`config.mk`:
```
export PLATFORM = sky130hd
export DESIGN_NAME = rs232_tx_queue
export DESIGN_NICKNAME = d
export VERILOG_FILES = /design/src/rtl/rs232_tx_queue_pkg.sv /design/src/rtl/rs232_tx_queue_sync_fifo.sv /design/src/rtl/rs232_tx_queue.sv
export SDC_FILE = /design/constraint.sdc
export NUM_CORES = 1
export LEC_CHECK = 0
export CORE_MARGIN = 2
export CORE_UTILIZATION = 55
export DETAILED_ROUTE_END_ITERATION = 12
export PLACE_DENSITY = 0.83
export SYNTH_ARGS = -nofsm -noshare
export SYNTH_HDL_FRONTEND = slang
export SYNTH_HIERARCHICAL = 1
export SYNTH_SLANG_ARGS = --single-unit
export TNS_END_PERCENT = 100
```
`constraint.sdc`:
```
create_clock -name CLK -period 8.1 [get_ports CLK]
set_input_delay 2.025 -clock CLK [delete_from_list [all_inputs] [get_ports CLK]]
set_output_delay 2.025 -clock CLK [all_outputs]
set_load 0.005 [all_outputs]
```
`src/rtl/rs232_tx_queue_pkg.sv`:
```
// Shared constants and FSM encoding for the buffered RS-232 transmitter.
package rs232_tx_queue_pkg;

   localparam int BIT_CYCLES_DEF = 143;
   localparam int DEPTH_LOG_DEF  = 4;
   localparam int FRAME_BITS     = 10;
   localparam int DATA_BITS      = FRAME_BITS - 2;

   typedef enum logic [1:0] {
      ST_IDLE  = 2'd0,
      ST_START = 2'd1,
      ST_DATA  = 2'd2,
      ST_STOP  = 2'd3
   } tx_state_e;

   // Width of a counter that must hold 0..n-1; never narrower than one bit.
   function automatic int cnt_width(input int n);
      return (n > 1) ? $clog2(n) : 1;
   endfunction

endpackage

```
`src/rtl/rs232_tx_queue_sync_fifo.sv`:
```
// sync_fifo: single-clock FIFO with occupancy count, reused for the receive side later.
// A push while full is dropped even if a pop happens on the same edge.
module sync_fifo #(
   parameter int DEPTH_LOG = 4,
   parameter int WIDTH     = 8
) (
   input  logic                 clk,
   input  logic                 rst_n,
   input  logic                 push,
   input  logic [WIDTH-1:0]     push_data,
   input  logic                 pop,
   output logic [WIDTH-1:0]     pop_data,
   output logic                 full,
   output logic                 empty,
   output logic [DEPTH_LOG:0]   count
);

   localparam int DEPTH = 1 << DEPTH_LOG;
   localparam logic [DEPTH_LOG:0] FULL_COUNT = DEPTH[DEPTH_LOG:0];

   logic [WIDTH-1:0]     mem_q [DEPTH];
   logic [DEPTH_LOG-1:0] wr_ptr_q, wr_ptr_d;
   logic [DEPTH_LOG-1:0] rd_ptr_q, rd_ptr_d;
   logic [DEPTH_LOG:0]   count_q, count_d;
   logic                 push_ok;
   logic                 pop_ok;

   assign full     = (count_q == FULL_COUNT);
   assign empty    = (count_q == '0);
   assign count    = count_q;
   assign push_ok  = push && !full;
   assign pop_ok   = pop && !empty;
   assign pop_data = mem_q[rd_ptr_q];

   // Pointer and occupancy next-state; pointers wrap naturally at the depth.
   always_comb begin
      wr_ptr_d = wr_ptr_q;
      rd_ptr_d = rd_ptr_q;
      count_d  = count_q;
      if (push_ok) begin
         wr_ptr_d = wr_ptr_q + DEPTH_LOG'(1);
      end
      if (pop_ok) begin
         rd_ptr_d = rd_ptr_q + DEPTH_LOG'(1);
      end
      if (push_ok && !pop_ok) begin
         count_d = count_q + (DEPTH_LOG+1)'(1);
      end else if (pop_ok && !push_ok) begin
         count_d = count_q - (DEPTH_LOG+1)'(1);
      end
   end

   // Pointer and occupancy registers.
   always_ff @(posedge clk or negedge rst_n) begin
      if (!rst_n) begin
         wr_ptr_q <= '0;
         rd_ptr_q <= '0;
         count_q  <= '0;
      end else begin
         wr_ptr_q <= wr_ptr_d;
         rd_ptr_q <= rd_ptr_d;
         count_q  <= count_d;
      end
   end

   // Storage array; written only on an accepted push so idle data never lands.
   always_ff @(posedge clk) begin
      if (push_ok) begin
         mem_q[wr_ptr_q] <= push_data;
      end
   end

endmodule

```
`src/rtl/rs232_tx_queue.sv`:
```
// rs232_tx_queue: CPU-side byte FIFO feeding an 8N1 serial transmitter on tx.
//
//   state | meaning
//   IDLE  | line high, waiting for a queued byte
//   START | start bit (tx low) for one bit time
//   DATA  | 8 data bits, LSB first, one bit time each
//   STOP  | stop bit (tx high); chains straight into START if more bytes wait
module rs232_tx_queue
   import rs232_tx_queue_pkg::*;
#(
   parameter int BIT_CYCLES = BIT_CYCLES_DEF,
   parameter int DEPTH_LOG  = DEPTH_LOG_DEF
) (
   input  logic               CLK,
   input  logic               XRST,
   input  logic               wr_en,
   input  logic [7:0]         wr_data,
   output logic               full,
   output logic [DEPTH_LOG:0] count,
   output logic               overflow,
   output logic               busy,
   output logic               tx
);

   localparam int            CW        = cnt_width(BIT_CYCLES);
   localparam logic [CW-1:0] BAUD_LAST = CW'(BIT_CYCLES - 1);
   localparam logic [2:0]    BIT_LAST  = 3'(DATA_BITS - 1);

   tx_state_e          state_q, state_d;
   logic [CW-1:0]      baud_q, baud_d;
   logic [2:0]         bit_q, bit_d;
   logic [7:0]         shift_q, shift_d;
   logic               tx_q, tx_d;
   logic               busy_q, busy_d;
   logic               ovf_q, ovf_d;

   logic               fifo_pop;
   logic [7:0]         fifo_rdata;
   logic               fifo_full;
   logic               fifo_empty;
   logic [DEPTH_LOG:0] fifo_count;
   logic               baud_end;

   sync_fifo #(
      .DEPTH_LOG (DEPTH_LOG),
      .WIDTH     (8)
   ) u_fifo (
      .clk       (CLK),
      .rst_n     (XRST),
      .push      (wr_en),
      .push_data (wr_data),
      .pop       (fifo_pop),
      .pop_data  (fifo_rdata),
      .full      (fifo_full),
      .empty     (fifo_empty),
      .count     (fifo_count)
   );

   assign full     = fifo_full;
   assign count    = fifo_count;
   assign overflow = ovf_q;
   assign busy     = busy_q;
   assign tx       = tx_q;
   assign baud_end = (baud_q == BAUD_LAST);

   // Overflow is sticky until reset; full is the pre-edge registered value.
   assign ovf_d = ovf_q | (wr_en & fifo_full);

   // Frame sequencer: tx and busy are computed here and registered, so the
   // line changes on the same edge the state does.
   always_comb begin
      state_d  = state_q;
      baud_d   = baud_q;
      bit_d    = bit_q;
      shift_d  = shift_q;
      tx_d     = tx_q;
      busy_d   = busy_q;
      fifo_pop = 1'b0;
      case (state_q)
         ST_IDLE: begin
            tx_d   = 1'b1;
            busy_d = 1'b0;
            baud_d = '0;
            if (!fifo_empty) begin
               fifo_pop = 1'b1;
               shift_d  = fifo_rdata;
               state_d  = ST_START;
               tx_d     = 1'b0;
               busy_d   = 1'b1;
            end
         end
         ST_START: begin
            if (baud_end) begin
               baud_d  = '0;
               bit_d   = '0;
               state_d = ST_DATA;
               tx_d    = shift_q[0];
            end else begin
               baud_d = baud_q + CW'(1);
            end
         end
         ST_DATA: begin
            if (baud_end) begin
               baud_d  = '0;
               shift_d = {1'b0, shift_q[7:1]};
               if (bit_q == BIT_LAST) begin
                  state_d = ST_STOP;
                  tx_d    = 1'b1;
               end else begin
                  bit_d = bit_q + 3'd1;
                  tx_d  = shift_q[1];
               end
            end else begin
               baud_d = baud_q + CW'(1);
            end
         end
         ST_STOP: begin
            if (baud_end) begin
               baud_d = '0;
               if (!fifo_empty) begin
                  // Chain the next byte with no idle gap between frames.
                  fifo_pop = 1'b1;
                  shift_d  = fifo_rdata;
                  state_d  = ST_START;
                  tx_d     = 1'b0;
               end else begin
                  state_d = ST_IDLE;
                  tx_d    = 1'b1;
                  busy_d  = 1'b0;
               end
            end else begin
               baud_d = baud_q + CW'(1);
            end
         end
         default: begin
            state_d = ST_IDLE;
            tx_d    = 1'b1;
            busy_d  = 1'b0;
            baud_d  = '0;
         end
      endcase
   end

   // State, timing and line registers; reset drops the line high at once.
   always_ff @(posedge CLK or negedge XRST) begin
      if (!XRST) begin
         state_q <= ST_IDLE;
         baud_q  <= '0;
         bit_q   <= '0;
         shift_q <= '0;
         tx_q    <= 1'b1;
         busy_q  <= 1'b0;
         ovf_q   <= 1'b0;
      end else begin
         state_q <= state_d;
         baud_q  <= baud_d;
         bit_q   <= bit_d;
         shift_q <= shift_d;
         tx_q    <= tx_d;
         busy_q  <= busy_d;
         ovf_q   <= ovf_d;
      end
   end

endmodule
```
==> impl_results.md, run 1 <==
- Rows: between 40 and 50
- Initial core utilization: approximately 56%
- Critical R2R Capture: u_fifo/count[4]
- Worst Hold Margin: between 0.4 and 0.5 ns
- Drt total wl: approximately 13 mm
- Setup TNS: 0 ns
- Synth area leaders: edfxtp_1, dfrtp_1, mux4_2
- Yosys warnings: 6
- Fmax: 242.4 MHz
- Post-synthesis cell count: between 400 and 500
- Critical Path Source: wr_en
- Initial antenna violation count: 0
- Post-CTS setup buffers: 0
- Crit path DAT: around 4.5 ns
- Clock buffer count from CTS: 17
- Actual slew at the worst max-slew pin: ~1.1 ns
- Clock Path Buffers: 2
- Core area: ~13,000 um^2
- Vias: around 3.7k
- Sequential share of the synthesized area: 67.14%
- Crit end category: register
- CTS Sinks: around 170
- Later-pin clock latency in the skew report: 0.42 ns
- GRT overflow: 0
- Critical Path Start Type: input pin
- Area Overhead vs Synth: 12.59%
- Detailed Routing Iterations Pass 1: 6
- Hold Crit Class: register to register
- Worst Setup EP: u_fifo/count[4]
- Commonest cells in the netlist: edfxtp_1, dfrtp_1, mux2i_1, nor2_1, nand2_1
- Placer Congestion: between 0.8 and 0.9
- Fin crit share: around half
- CTS resizes: 0
- PD cells: 377.3 nW/um^2
- N_diodes: 0
- Crit-path max FO: 9
- H-tree depth: 4
- Total of max-cap violations: 0
- Critical path class: input pin to register
- Post-route DRC: 0
- WL per Instance: 20.74 um
- Dpl hpwl: approximately 8.5 mm
- Netlist cell types: between 50 and 60
- First-pass GRT wire length: 20.84 mm
- CTS tree: done
- Leak: ~2.9 nW
- Post-CTS Hold Buffers: 0
- Ys async rst share: 22.42%
- Avg Vias per Cell: a little under 6
- Worst endpoint required time: ~8.5 ns
- Layout cells sized above 1: slightly below 20%
- Clock period minus worst slack: between 4 and 5 ns
- VDD IR-drop max: approximately 0.17 mV
- Final-stage net count: about 490
- #FFs+latches synth: 165
- R2r setup slk: ~4.7 ns
- I/O Pins: 20
- Relative slew slack: 24.26%
- Synth Cell Area: between 7000 and 8000 um^2
- Yosys top cell by area: edfxtp_1
- Post-route ant nets: 0
- Final hold vios: 0
- Synthesized area per cell: roughly 16 um^2
- Gr usage total: approximately a fifth
- Die height: roughly 120 um
- Post-synth top area share: 54.09%
- Reg2reg start: u_fifo/count[0]
- Post-synth EDFFs: around 130
- Most frequent cell after synthesis: edfxtp_1
- Net Count, Synth: between 400 and 500
- Post-synth top flop: edfxtp_1
- Die footprint: 13,840 um^2
- Final setup viols: 0
- Final max-slew violation count: 0
- RSZ-0062 raised after global routing: no
- Setup Skew: approximately 0.0064 ns
- Violation count after the first detailed-route iteration: approximately 230
- Worst-path clk slew: 0.06 ns
- Largest net degree at the start of global routing: 38
- Worst r2r path cells: 12
- Outcome: finished, final reports clean
- # port buffers: 19
- CTS root buf: clkbuf_16
- Vias in the first global route: between 3k and 4k
- Die width: 117.7 um
- Critical hold path startpoint: baud_q[0]
## metrics by stage
stage / std cells / utilization [%] / worst slack, ns / area, um^2 / power [W]
after floorplan: 434 / - / 4.321 / 7106 / 0.001961
after global placement: 608 / 58.52 / 3.682 / 7385 / 0.002150
after detailed placement: 608 / 58.52 / 3.545 / 7385 / 0.002197
after CTS: 639 / 63.39 / 3.968 / 8000 / 0.003037
after global routing: 639 / 63.39 / 3.839 / 8000 / 0.003171
final: 639 / 63.39 / 3.974 / 8000 / 0.003019
## kinds of logic (layout without fill, tap and decap cells)
group / Yosys count / count (layout) / synth area share (%)
AO/OA/AOI/OAI: 57 / 57 / 6.815
XOR/XNOR: 16 / 16 / 1.972
adder cells (fa/ha/maj): 19 / 19 / 3.451
buffers and inverters: 29 / 62 / 2.465
flip-flops: 165 / 165 / 67.14
multiplexers: 68 / 68 / 12.73
AND/OR/NAND/NOR: 80 / 80 / 5.424
## worst min path at each step
stage / cells after the start / slack (ns) / end
floorplan: 1 / 0.45 / overflow
global placement: 1 / 0.44 / overflow
detailed placement: 1 / 0.48 / overflow
CTS: 1 / 0.50 / baud_q[0]
global route: 1 / 0.51 / overflow
finish: 1 / 0.49 / baud_q[0]
## cell usage in the layout (no fill, tap or decap), types with 16 or more instances in the layout
master	instances
clkbuf_16	17
clkdlybuf4s50_1	18
dfrtp_1	35
edfxtp_1	128
ha_1	18
mux2_2	19
mux2i_1	33
mux4_2	16
nand2_1	26
nor2_1	27
## metal layers
layer | vias up | global-route usage (%) | share of wire, %
met5 | - | 0 | 0
met4 | 0 | 8.283 | 2.4
met3 | 23 | 5.039 | 6.2
met2 | 112 | 31.65 | 50
met1 | 1883 | 27.29 | 41
li1 | 1709 | - | -
## final cells by class
type                       instances  area, um^2
fill                             878        4619
inverter                          10       37.54
timing repair buffer              21       200.2
tap                              172       215.2
sequential                       165        4772
clock inverter                    14       190.2
multi-input combinational        240        2160
clock buffer                      17       425.4
## sequential cells by signal, indices dropped and copies added (netlist names)
name and cells:
u_fifo/wr_ptr_q 4, u_fifo/count 5, state_q 2, tx 1, u_fifo/rd_ptr_q 4, u_fifo/mem_q 128, shift_q 8, bit_q 3
busy 1, baud_q 8, overflow 1
## worst max-delay path, cell delays in order
cell and delay [ns]:
clkdlybuf4s50_1 0.49, a21boi_2 0.40, ha_1 0.26, inv_1 0.11, fa_1 0.43, a21o_1 0.21
a21oi_1 0.18, mux2i_1 0.23, xnor2_1 0.13
## power by group
part | total, W | leakage, nW | internal [W] | switching, W
clock | 0.000827 | 0.293 | 0.000493 | 0.000333
sequential | 0.00121 | 1.61 | 0.00106 | 0.000147
combinational | 0.000982 | 0.995 | 0.000475 | 0.000507
total | 0.00302 | 2.90 | 0.00203 | 0.000987
No activity file was read; power rests on OpenSTA's default activity.
==> run 2, diff against run 1 <==
--- a/config.mk
+++ b/config.mk
@@ -8,7 +8,7 @@
 export CORE_MARGIN = 2
 export CORE_UTILIZATION = 55
 export DETAILED_ROUTE_END_ITERATION = 12
-export PLACE_DENSITY = 0.83
+export PLACE_DENSITY = 0.86
 export SYNTH_ARGS = -nofsm -noshare
 export SYNTH_HDL_FRONTEND = slang
 export SYNTH_HIERARCHICAL = 1
==> constraint.sdc (replaced) <==
create_clock -name CLK -period 3.6 [get_ports CLK]
set_input_delay 0.9 -clock CLK [delete_from_list [all_inputs] [get_ports CLK]]
set_output_delay 0.9 -clock CLK [all_outputs]
set_load 0.005 [all_outputs]
==> run 2 against run 1 <==
Non-clock buffer count increased by 20. Setup slack lost 3.5 ns. Global-route usage up 1.2 points. Critical path type is now register to register. Critical endpoint unchanged. Highest routed layer unchanged.
==> impl_results.md, run 2 (synthesis gave the netlist of run 1 again) <==
- Outcome: finished, final reports clean
- Area Overhead vs Synth: 14.84%
- Switch share: 33.37% (+0.67 points)
- Vias in the first global route: 3,933 (+3.8%)
- Post-route ant nets: 0 (unchanged)
- PD cells: 841.9 nW/um^2 (+120%)
- Detailed Routing Iterations Pass 1: 5 (-1)
- Setup Skew: 0.006107 ns (-0.0002601 ns)
- Post-CTS setup buffers: 0 (unchanged)
- Setup TNS: 0 ns (unchanged)
- GR Util met1: 28.54% (+1.2 points)
- H-tree depth: 4 (unchanged)
- Die footprint: 13,840 um^2 (unchanged)
- Gr usage total: 21.41% (+1.2 points)
- Fmax: around 320 MHz
- Leak: 3.009 nW (+3.9%)
- Post-route DRC: 0 (unchanged)
- Clock buffer count from CTS: 17 (unchanged)
- Worst endpoint required time: 3.95 ns (-4.50 ns)
- Max reg flops: 128 (unchanged)
- Most Crowded Layer GR: met2
- Vias: 3,888 (+4.3%)
- CP max-delay cell: or4_4
- Placer Congestion: 0.8370 (+1.8%)
- Final-stage net count: 505 (+4.1%)
- CP cell instances: or4_4 -> nor2_1 -> buf_4 -> nor3_1 -> o21a_4 -> inv_2 -> ha_1 -> inv_1 -> fa_1 -> a21o_1 -> a21oi_1 -> mux2i_1 -> xnor2_1
- Die width: 117.7 um (unchanged)
- Grt met2 use: 34.81% (+3.2 points)
- Dpl hpwl: 8.722 mm (+2.8%)
- Dpl ws: 0.4841 ns (-3.061 ns)
- First-pass GRT wire length: 22.10 mm (+6.0%)
- Most common cell after layout, fill and taps aside: edfxtp_1
- GR Util met3: 4.360% (-0.68 points)
- Top flop regs: u_fifo/mem_q (128), baud_q (8), shift_q (8)
- CTS resizes: 0 (unchanged)
- Final setup viols: 0 (unchanged)
- VDD IR-drop max: 0.3647 mV (+110%)
- Total of max-cap violations: 0 (unchanged)
- Initial antenna violation count: 0 (unchanged)
- Net switching power: 0.002292 W (+130%)
- Initial core utilization: 56.31% (unchanged)
- Most frequent cells in the layout: edfxtp_1, dfrtp_1, mux2i_1
- CTS root buf: clkbuf_16
- Largest net degree at the start of global routing: 52 (+37%)
- Die height: 117.7 um (unchanged)
- I/O Pins: 20 (unchanged)
- Violation count after the first detailed-route iteration: 327 (+41%)
- Critical Path Start Type: register
- GRT overflow: 0 (unchanged)
- # port buffers: 19 (unchanged)
- Critical path class: register to register
- Clock Path Buffers: 2 (unchanged)
- Relative slew slack: 38.13% (+14 points)
- Drt total wl: 13.88 mm (+4.7%)
- Cell family with most CP delay: simple AND/OR/NAND/NOR gates
- Int Power: 0.004578 W (+130%)
- Core Util, Final: 64.66% (+1.3 points)
- Final max-slew violation count: 0 (unchanged)
- Clock network fraction of total power: 26.8% (-0.6 points)
- Fin crit share: around 87%
- N_diodes: 0 (unchanged)
- Seq pwr share: 38.4% (-1.7 points)
- Combinational fraction of design power: 34.8% (+2.3 points)
- Crit-path max FO: 7 (-2)
- PnR worst setup slack: 0.4740 ns (-3.500 ns)
- Reg with most FFs: u_fifo/mem_q
- Rows: 41 (unchanged)
- Crit end category: register
- Layout cells sized above 1: 23.16% (+3.5 points)
- Crit path largest cell delay: 0.58 ns (+0.09 ns)
- Buffer and inverter count on the worst path: 3 (+1)
- WL per Instance: 21.03 um (+1.4%)
- Final hold vios: 0 (unchanged)
- RSZ-0062 raised after global routing: no
- CTS Sinks: 165 (unchanged)
- CTS tree: done
- Avg Vias per Cell: 5.891 (+1.0%)
- Total power: 0.006871 W (+130%)
- Core area: 12,620 um^2 (unchanged)
- Clock period minus worst slack: about 3.1 ns
- Crit path DAT: 3.48 ns (-0.99 ns)
- Worst-path clk slew: 0.06 ns (about the same)
- Actual slew at the worst max-slew pin: 0.9281 ns (-0.1993 ns)
- Post-CTS Hold Buffers: 0 (unchanged)
- Later-pin clock latency in the skew report: 0.43 ns (about the same)
- Hold Crit Class: register to register
run 2: power groups by stage:
stage	Clock, W	Sequential (W)	Combinational (W)
CTS	0.00187	0.00264	0.00239
detailed placement	0	0.00267	0.00237
global route	0.00195	0.00268	0.00259
global placement	0	0.00264	0.00228
finish	0.00184	0.00264	0.00239
floorplan	0	0.00256	0.00185
run 2: layer usage:
layer	routed length, um	part of all wire, %
met1	5816	42
met2	7058	51
met3	747	5.4
met4	255	1.8
met5	0	0
run 2: path summary, 6_finish.rpt:
path,end,slack (ns),cells after the start,from
hold reg to reg,overflow,0.45,1,overflow
min in group asynchronous,u_fifo/count[0],0.56,1,XRST
setup reg to reg,u_fifo/count[4],0.47,13,u_fifo/count[0]
hold / removal,overflow,0.45,1,overflow
max in group asynchronous,u_fifo/rd_ptr_q[0],2.46,1,XRST
setup / recovery,u_fifo/count[4],0.47,13,u_fifo/count[0]
run 2: final cells by class:
| class | instances | area [um^2] |
|---|---|---|
| Clock inverter | 15 | 187.7 |
| Timing Repair Buffer | 41 | 362.8 |
| Sequential cell | 165 | 4772 |
| Inverter | 10 | 37.54 |
| Multi-Input combinational cell | 240 | 2160 |
| Tap cell | 172 | 215.2 |
| Fill cell | 849 | 4459 |
| Clock buffer | 17 | 425.4 |
run 2: metrics by stage:
| step | cells | hold slack [ns] | area (um^2) |
|---|---|---|---|
| 2_1_floorplan | 434 | 0.4510 | 7106 |
| 3_3_place_gp | 628 | 0.4386 | 7547 |
| 3_5_place_dp | 628 | 0.4435 | 7547 |
| 4_1_cts | 660 | 0.4583 | 8160 |
| 5_1_grt | 660 | 0.4864 | 8160 |
| 6_report | 660 | 0.4543 | 8160 |
==> run 3, diff against run 2 <==
--- a/config.mk
+++ b/config.mk
@@ -5,12 +5,14 @@
 export SDC_FILE = /design/constraint.sdc
 export NUM_CORES = 1
 export LEC_CHECK = 0
+export CELL_PAD_IN_SITES_DETAIL_PLACEMENT = 0
+export CELL_PAD_IN_SITES_GLOBAL_PLACEMENT = 2
 export CORE_MARGIN = 2
-export CORE_UTILIZATION = 55
+export CORE_UTILIZATION = 46
 export DETAILED_ROUTE_END_ITERATION = 12
-export PLACE_DENSITY = 0.86
+export PLACE_DENSITY = 0.9
 export SYNTH_ARGS = -nofsm -noshare
 export SYNTH_HDL_FRONTEND = slang
 export SYNTH_HIERARCHICAL = 1
 export SYNTH_SLANG_ARGS = --single-unit
-export TNS_END_PERCENT = 100
+export TNS_END_PERCENT = 30
==> constraint.sdc (replaced) <==
create_clock -name CLK -period 3.4 [get_ports CLK]
set_input_delay 0.85 -clock CLK [delete_from_list [all_inputs] [get_ports CLK]]
set_output_delay 0.85 -clock CLK [all_outputs]
set_load 0.005 [all_outputs]
==> run 3 against run 2 <==
Fmax is 1.1% higher. Count of clock-buffer cells in the layout is 2 higher. Final area is 0.44% lower. Global-route usage is 3.8 points lower. Setup slack worse by 0.17 ns. Hold slack better by 0.0075 ns. First-iteration DRC count is 12% lower. Routed wire length is 3.8% lower. Critical path type unchanged. Critical endpoint unchanged. Largest cell class unchanged.
==> impl_results.md, run 3 (synthesis gave the netlist of run 1 again) <==
- Relative slew slack: 45.38% (+7.3 points)
- Total of max-cap violations: 0 (unchanged)
- CTS resizes: 0 (unchanged)
- CTS tree: done
- GRT overflow: 0 (unchanged)
- Dpl ws: 0.2857 ns (-0.1984 ns)
- Final setup viols: 0 (unchanged)
- Fmax: 323.5 MHz (+1.1%)
- Max reg flops: 128 (unchanged)
- Reg with most FFs: u_fifo/mem_q
- Most frequent cells in the layout: edfxtp_1, dfrtp_1, mux2i_1
- Die height: 128.3 um (+9.0%)
- Crit-path max FO: 6 (-1)
- Core area: 15,150 um^2 (+20%)
- WL per Instance: 19.71 um (-6.2%)
- H-tree depth: 4 (unchanged)
- Placed Instances: 645 (+2.7%)
- RSZ-0062 raised after global routing: no
- Placer Congestion: 0.7749 (-7.4%)
- Most common cell after layout, fill and taps aside: edfxtp_1
- Vias in the first global route: 3,812 (-3.1%)
- PD cells: 871.5 nW/um^2 (+3.5%)
- Final-stage net count: 506 (+0.20%)
- Post-CTS Hold Buffers: 0 (unchanged)
- Worst Hold Margin: 0.4617 ns (+0.007467 ns)
- Post-route ant nets: 0 (unchanged)
- # port buffers: 19 (unchanged)
- I/O Pins: 20 (unchanged)
- Final hold vios: 0 (unchanged)
- Later-pin clock latency in the skew report: 0.42 ns (about the same)
- Avg Vias per Cell: 5.557 (-5.7%)
- Setup TNS: 0 ns (unchanged)
- Total power: 0.007080 W (+3.1%)
- Final max-slew violation count: 0 (unchanged)
- Layout cells sized above 1: 22.90% (-0.25 points)
- Worst-path clk slew: 0.07 ns (about the same)
- Rows: 45 (+9.8%)
- Detailed Routing Iterations Pass 1: 5 (unchanged)
- Post-route DRC: 0 (unchanged)
- Vias: 3,762 (-3.2%)
- Actual slew at the worst max-slew pin: 0.8193 ns (-0.1088 ns)
- Clock period minus worst slack: 3.091 ns (-0.03479 ns)
- Die width: 128.3 um (+9.0%)
- Area Overhead vs Synth: 14.33%
- Crit path largest cell delay: 0.57 ns (about the same)
- Setup Skew: 0.009149 ns (+0.003043 ns)
- VDD IR-drop max: 0.3873 mV (+6.2%)
- Worst endpoint required time: 3.75 ns (-0.20 ns)
- Final cell count without fillers: 677 (+2.6%)
- First-pass GRT wire length: 21.40 mm (-3.2%)
- PnR worst setup slack: 0.3088 ns (-0.1652 ns)
- Gr usage total: 17.60% (-3.8 points)
- Critical Path Start Type: register
- CP max-delay cell: or4_4
- Drt total wl: 13.35 mm (-3.8%)
- Crit end category: register
- Top flop regs: u_fifo/mem_q (128), baud_q (8), shift_q (8)
- CTS root buf: clkbuf_16
- Fin crit share: 90.92% (+4.1 points)
- Clock buffer count from CTS: 17 (unchanged)
- Leak: 2.994 nW (-0.50%)
- Critical path class: register to register
- Outcome: finished, final reports clean
- CTS Sinks: 165 (unchanged)
- N_diodes: 0 (unchanged)
- Largest net degree at the start of global routing: 52 (unchanged)
- Dpl hpwl: 8.642 mm (-0.92%)
- Post-CTS setup buffers: 0 (unchanged)
- Initial antenna violation count: 0 (unchanged)
- Filler cells: 1,167 (+37%)
- Violation count after the first detailed-route iteration: 289 (-12%)
- Crit path DAT: 3.44 ns (-0.04 ns)
- Die footprint: 16,460 um^2 (+19%)
- Clock Path Buffers: 2 (unchanged)
- CP cell instances: or4_4 -> nor2_1 -> nor3_1 -> o21a_4 -> inv_2 -> ha_1 -> inv_1 -> fa_1 -> a21o_1 -> a21oi_1 -> mux2i_1 -> xnor2_1
- Initial core utilization: 46.91% (-9.4 points)
- Hold Crit Class: register to register
## run 3: worst max-delay path, delay by kind of cell (launching register included)
family / cells / cell delay, ns
DFF: 1 / 0.46
AOI/OAI and AO/OA: 3 / 0.54
buffers and inverters: 2 / 0.18
xor gates and xnor gates: 1 / 0.14
muxes: 1 / 0.27
and+or+nand+nor: 3 / 0.84
adders and majority gates: 2 / 0.59
## run 3: final cells by class
cell class | instances | area, um^2 | area share [%]
clock buffer | 19 | 432.9 | 5.329
clock inverter | 13 | 116.4 | 1.432
inverter | 10 | 37.54 | 0.4620
multi-input combinational | 240 | 2160 | 26.58
sequential | 165 | 4772 | 58.74
tap | 188 | 235.2 | 2.895
timing repair buffer | 42 | 370.4 | 4.559
## run 3: per-stage QoR
step | area (um^2) | utilization (%)
floorplan | 7106 | -
global placement | 7575 | 50.01
detailed placement | 7575 | 50.01
CTS | 8124 | 53.64
global route | 8124 | 53.64
finish | 8124 | 53.64
## run 3: worst paths after layout
kind / endpoint / from / slack [ns] / cells past startpoint
min: overflow / overflow / 0.46 / 1
min in group asynchronous: u_fifo/count[2] / XRST / 0.52 / 1
max: u_fifo/count[4] / u_fifo/count[0] / 0.31 / 12
max in group asynchronous: u_fifo/rd_ptr_q[0] / XRST / 2.31 / 1
min reg2reg: overflow / overflow / 0.46 / 1
max reg2reg: u_fifo/count[4] / u_fifo/count[0] / 0.31 / 12
## run 3: report_power, final
part | switching [W] | internal [W]
Clock | 0.000819 | 0.000963
Combinational | 0.00132 | 0.00119
Sequential | 0.000248 | 0.00253
## run 3: routing by layer
| metal | vias to the layer above | wire length (um) | GRT usage (%) | part of all wire (%) |
|---|---|---|---|---|
| met4 | 0 | 316 | 7.951 | 2.4 |
| met5 | - | 0 | 0 | 0 |
| li1 | 1751 | - | - | - |
| met2 | 92 | 6401 | 26.50 | 48 |
| met1 | 1893 | 6096 | 24.44 | 46 |
| met3 | 26 | 531 | 4.215 | 4.0 |
